===== src/rtl/mmu_output_scheduler.sv =====
// rtl/mmu_output_scheduler.sv - double-buffered byte drain of 2x2 MMU results
//
// Captures c00 at mmu_cycle 2, c01/c10 at mmu_cycle 3, and commits the set
// {c00, c01, c10, live c11} at mmu_cycle 4. A committed set goes straight to
// the output bank when it is free, otherwise into the pending bank. The
// output bank is streamed as eight bytes in the order c00, c01, c10, c11.
//
// Ports:
//   clk, rst              clock, synchronous active-high reset
//   mmu_en, mmu_cycle     MMU activity and phase (0..7)
//   c00, c01, c10, c11    MMU results
//   out_ready             host accepts out_data
//   clr_ovf               clears the sticky overflow flag
//   out_data, out_valid   byte stream (out_data is 0 while out_valid=0)
//   busy                  out_valid | pending
//   overflow              a pending set was overwritten
module mmu_output_scheduler #(
    parameter bit LSB_FIRST = 1'b0
) (
    input  logic        clk,
    input  logic        rst,
    input  logic        mmu_en,
    input  logic [2:0]  mmu_cycle,
    input  logic [15:0] c00,
    input  logic [15:0] c01,
    input  logic [15:0] c10,
    input  logic [15:0] c11,
    input  logic        out_ready,
    input  logic        clr_ovf,
    output logic [7:0]  out_data,
    output logic        out_valid,
    output logic        busy,
    output logic        overflow
);

    typedef enum logic [1:0] {
        EMPTY       = 2'd0,
        STREAM      = 2'd1,
        STREAM_PEND = 2'd2
    } state_t;

    state_t           state_q, state_d;
    logic [2:0]       idx_q, idx_d;
    logic [15:0]      s_c00_q, s_c00_d;
    logic [15:0]      s_c01_q, s_c01_d;
    logic [15:0]      s_c10_q, s_c10_d;
    logic [3:0][15:0] p_q, p_d;
    logic [3:0][15:0] o_q, o_d;
    logic             ovf_q, ovf_d;

    logic             pending;
    logic             commit;
    logic             accept;
    logic             last;
    logic             o_free;
    logic [3:0][15:0] set_w;
    logic [15:0]      cur_word;

    assign commit = mmu_en && (mmu_cycle == 3'd4);
    assign accept = out_valid && out_ready;
    assign last   = accept && (idx_q == 3'd7);
    assign o_free = !out_valid || last;
    assign set_w  = {c11, s_c10_q, s_c01_q, s_c00_q};

    // State register plus datapath registers
    always_ff @(posedge clk) begin
        if (rst) begin
            state_q <= EMPTY;
            idx_q   <= 3'd0;
            s_c00_q <= 16'd0;
            s_c01_q <= 16'd0;
            s_c10_q <= 16'd0;
            p_q     <= '0;
            o_q     <= '0;
            ovf_q   <= 1'b0;
        end else begin
            state_q <= state_d;
            idx_q   <= idx_d;
            s_c00_q <= s_c00_d;
            s_c01_q <= s_c01_d;
            s_c10_q <= s_c10_d;
            p_q     <= p_d;
            o_q     <= o_d;
            ovf_q   <= ovf_d;
        end
    end

    // Next-state logic
    always_comb begin
        state_d = state_q;
        case (state_q)
            EMPTY: begin
                if (commit) state_d = STREAM;
            end
            STREAM: begin
                if (commit && !o_free)      state_d = STREAM_PEND;
                else if (last && !commit)   state_d = EMPTY;
            end
            STREAM_PEND: begin
                // A commit on the last byte takes O directly, so P stays held.
                if (last && !commit)        state_d = STREAM;
            end
            default: state_d = EMPTY;
        endcase
    end

    // Output decode (registers only; no path from out_ready)
    always_comb begin
        out_valid = (state_q != EMPTY);
        pending   = (state_q == STREAM_PEND);
        busy      = out_valid || pending;
        overflow  = ovf_q;
        cur_word  = o_q[idx_q[2:1]];
        out_data  = 8'd0;
        if (out_valid) begin
            out_data = (idx_q[0] ^ LSB_FIRST) ? cur_word[7:0] : cur_word[15:8];
        end
    end

    // Capture, bank transfers and byte index
    always_comb begin
        s_c00_d = s_c00_q;
        s_c01_d = s_c01_q;
        s_c10_d = s_c10_q;
        p_d     = p_q;
        o_d     = o_q;
        idx_d   = idx_q;
        ovf_d   = ovf_q;

        if (mmu_en && (mmu_cycle == 3'd2)) s_c00_d = c00;
        if (mmu_en && (mmu_cycle == 3'd3)) begin
            s_c01_d = c01;
            s_c10_d = c10;
        end

        if (accept) idx_d = idx_q + 3'd1;

        if (commit) begin
            if (o_free) begin
                o_d   = set_w;
                idx_d = 3'd0;
            end else begin
                p_d = set_w;
                if (pending) ovf_d = 1'b1;
            end
        end else if (last && pending) begin
            o_d   = p_q;
            idx_d = 3'd0;
        end

        // Setting wins over clearing at the same edge.
        if (!(commit && !o_free && pending) && clr_ovf) ovf_d = 1'b0;
    end

endmodule


===== config.mk =====
export PLATFORM = sky130hd
export DESIGN_NAME = mmu_output_scheduler
export DESIGN_NICKNAME = d
export VERILOG_FILES = /design/src/rtl/mmu_output_scheduler.sv
export SDC_FILE = /design/constraint.sdc
export NUM_CORES = 1
export LEC_CHECK = 0
export CORE_UTILIZATION = 60
export CTS_CLUSTER_DIAMETER = 120
export DETAILED_ROUTE_END_ITERATION = 8
export DONT_BUFFER_PORTS = 1
export PLACE_DENSITY = 0.76
export SETUP_SLACK_MARGIN = 0.5
export SLEW_MARGIN = 10
export SYNTH_ARGS = -nofsm -noshare
export SYNTH_HDL_FRONTEND = slang
export SYNTH_SLANG_ARGS = --single-unit

===== constraint.sdc =====
create_clock -name clk -period 4.2 [get_ports clk]
set_clock_uncertainty 0.15 [all_clocks]
set_input_delay 0.63 -clock clk [delete_from_list [all_inputs] [get_ports clk]]
set_output_delay 0.63 -clock clk [all_outputs]
set_load 0.005 [all_outputs]

==> impl_metrics.ini <==
[layout]
n_antenna_cell = 0
nNetsFinal = 940
syn_to_final_growth_pct = 5.107
drive_gt1_frac = 0.1195
final_area_um2 = 9141

[floorplan]
die_x_um = 122.4
die_h_um = 122.4
coreArea_um2 = 13990
initial_core_util = 0.6217
rows = 43
die_area_um2 = 14980
io_pins = 83

[worst_setup_path]
cp-start-kind = flip-flop
r2r_slack_ps = 1310
end_kind = flip-flop
worstSetupPathType = reg -> reg
worstPathArrival_ps = 2970
cp.required_ps = 4280
critPathMaxFanout = 67

[power_and_ir_drop]
p_leak_nw = 3.066
p_int_w = 0.002732
p_sw_w = 0.0008334
p_sw_frac = 0.2338
p_comb_frac = 0.047
p_per_area_nw_per_um2 = 390.0
pwr-share-seq = 0.503
p_clk_frac = 0.450
ir_drop_v = 0.0003079

[yosys]
syn-cell-area_um2 = 8697
synth.avg_cell_area_um2 = 9.145
synth_warnings = 0
synth_top_area_cell = dfxtp_1
synth_top_area_share = 0.4189
synthTopCellsByArea = dfxtp_1, mux2i_1, a21oi_1, a2111oi_2, o31ai_1
synth_fp_nets = 1025
yosysSeqAreaShare = 0.4189
synth.distinct_cells = 34
synth-seq-cells = 182
netlist_instances = 951

[job]
maxCapViolations = 0

[clock_tree]
cts_buffer_depth = 2
tritoncts = yes
cts_buffers = 17
cts-root-buf = clkbuf_16
insertion_delay_ps = 430
cts_resized = 0
hold_buffers = 0
cts_sinks = 182
postCtsSetupBuffers = 0
htreeDepth = 4
cts.clk_slew.worst_paths_ps = 70

[grt]
antenna_found_initial = 0
track_usage = 0.2983
gr-total-overflow = 0
grt_pass1_vias = 6723
grt_max_degree = 184
grt_pass1_wl_mm = 34.89

[sta]
fmax_ghz = 0.3462
finalSetupViolCount = 0
slew_viol_final = 0
min_period_over_period = 0.6877
rsz0062_at_grt = false
worstMarginPinSlew_ps = 1025
hold_viol_final = 0
fin_setup_tns_ps = 0
min_period_ps = 2888
slew_headroom = 0.3160

[placed_design]
io_buffers = 0
dpl_cell_area_um2 = 8544
gp_congestion = 0.8377
place_hpwl_mm = 13.16

[detailed_routing]
wl_per_cell_um = 20.46
routed-via-count = 7241
drt-pass1-iter-count = 7
drtIter0Drc = 834
drc = 0
viasPerCell = 6.838
ant_nets = 0
routed_wl_mm = 21.67

[min_path]
hold_class = in -> reg

[outcome]
outcome = complete, no violations
## cells in the mapped netlist
| cell | number |
|---|---|
| nor3_1 | 67 |
| buf_2 | 22 |
| a2111oi_0 | 27 |
| and4bb_1 | 1 |
| dfxtp_1 | 182 |
| a21oi_1 | 113 |
| mux2_2 | 1 |
| nor4bb_1 | 1 |
| a2111oi_2 | 37 |
| buf_1 | 10 |
| mux4_2 | 16 |
| nand4_1 | 64 |
| and4b_1 | 1 |
| ha_1 | 2 |
| clkbuf_1 | 68 |
| a22o_1 | 9 |
| a32oi_1 | 1 |
| and2b_2 | 1 |
| and2_1 | 2 |
| nand2_1 | 97 |
| nand4bb_1 | 2 |
| nor2_1 | 69 |
| nand3_1 | 1 |
| o2bb2ai_1 | 1 |
| mux2i_1 | 67 |
| a21boi_0 | 1 |
| o21a_4 | 1 |
| nand4b_1 | 2 |
| inv_1 | 3 |
| xor2_1 | 1 |
| o31ai_1 | 64 |
| buf_4 | 8 |
| buf_6 | 7 |
| o21ai_0 | 2 |
## flip-flops by register name, summed over array words and instances, names as in the netlist
name / flops
o_q: 64
p_q: 64
s_c00_q: 16
s_c01_q: 16
s_c10_q: 16
idx_q: 3
state_q: 2
overflow: 1
## kinds of logic (layout without fill, tap and decap cells)
kind of cell | count (synthesis) | in the layout | share of synthesized area
xor gates and xnor gates | 1 | 1 | 0.001007
AOI/OAI and AO/OA | 256 | 256 | 0.2262
DFF | 182 | 182 | 0.4189
muxes | 84 | 84 | 0.1198
buffers and inverters | 118 | 46 | 0.06359
adders and majority gates | 2 | 2 | 0.002877
and+or+nand+nor | 308 | 308 | 0.1676
## critical path, stage by stage, from the launching register on
cell,delay [ps]
dfxtp_1,800
ha_1,470
o2bb2ai_4,160
o21a_4,800
a2111oi_0,300
## through the flow
| step | utilization | setup WS, ps | instances | power [W] | hold WS (ps) |
|---|---|---|---|---|---|
| CTS | 0.6531 | 1367 | 1059 | 0.003575 | 104.8 |
| detailed placement | 0.6108 | 1295 | 1027 | 0.001999 | 303.8 |
| finish | 0.6535 | 1312 | 1059 | 0.003565 | 120.5 |
| global route | 0.6535 | 1162 | 1059 | 0.003671 | 114.8 |
| floorplan | - | 1825 | 951 | 0.001988 | 297.6 |
| global placement | 0.6108 | 1397 | 1027 | 0.001989 | 297.7 |
## final timing paths
path                        from                   end  cells past startpoint
max          idx_q[2]$_SDFF_PP0_  o_q[56]$_SDFFE_PP0P_                      4
max reg2reg  idx_q[2]$_SDFF_PP0_  o_q[56]$_SDFFE_PP0P_                      4
min reg2reg  p_q[4]$_SDFFE_PP0P_   p_q[4]$_SDFFE_PP0P_                      2
min                          rst  p_q[48]$_SDFFE_PP0P_                      1
## metal layers
layer,track usage,up-vias,wire length [um]
met5,0,-,0
met4,0.1410,0,670
li1,-,3418,-
met1,0.3940,3500,9152
met2,0.4680,272,10320
met3,0.05855,51,1526
## final cells by class
type	count	area, um2
well taps	180	225.2
inverters	3	11.26
fillers	1119	4847
clock buffers	20	446.7
repair buffers	11	107.6
flip-flops and latches	182	3643
clock inverters	12	145.1
multi-input cells	651	4562
## cell usage in the layout, fill, tap and decap left out, types with 3 or more instances in the layout
| master | instances |
|---|---|
| a2111oi_0 | 27 |
| dfxtp_1 | 182 |
| nand2_1 | 96 |
| nor3_1 | 67 |
| o31ai_1 | 64 |
| a2111oi_2 | 37 |
| clkinv_4 | 4 |
| nand4_1 | 64 |
| a22o_1 | 9 |
| inv_6 | 3 |
| nor2_1 | 68 |
| a21oi_1 | 113 |
| mux4_2 | 16 |
| buf_4 | 9 |
| clkbuf_16 | 17 |
| mux2i_1 | 67 |
## power groups by stage
stage / clock [W] / sequential [W] / combinational, W
after floorplan: 0 / 0.00182 / 0.000172
after global placement: 0 / 0.00183 / 0.000159
after detailed placement: 0 / 0.00183 / 0.000168
after CTS: 0.00161 / 0.00179 / 0.000168
after global routing: 0.00169 / 0.00180 / 0.000185
final: 0.00160 / 0.00179 / 0.000168
Note: power is estimated with default switching activity, not from simulation.
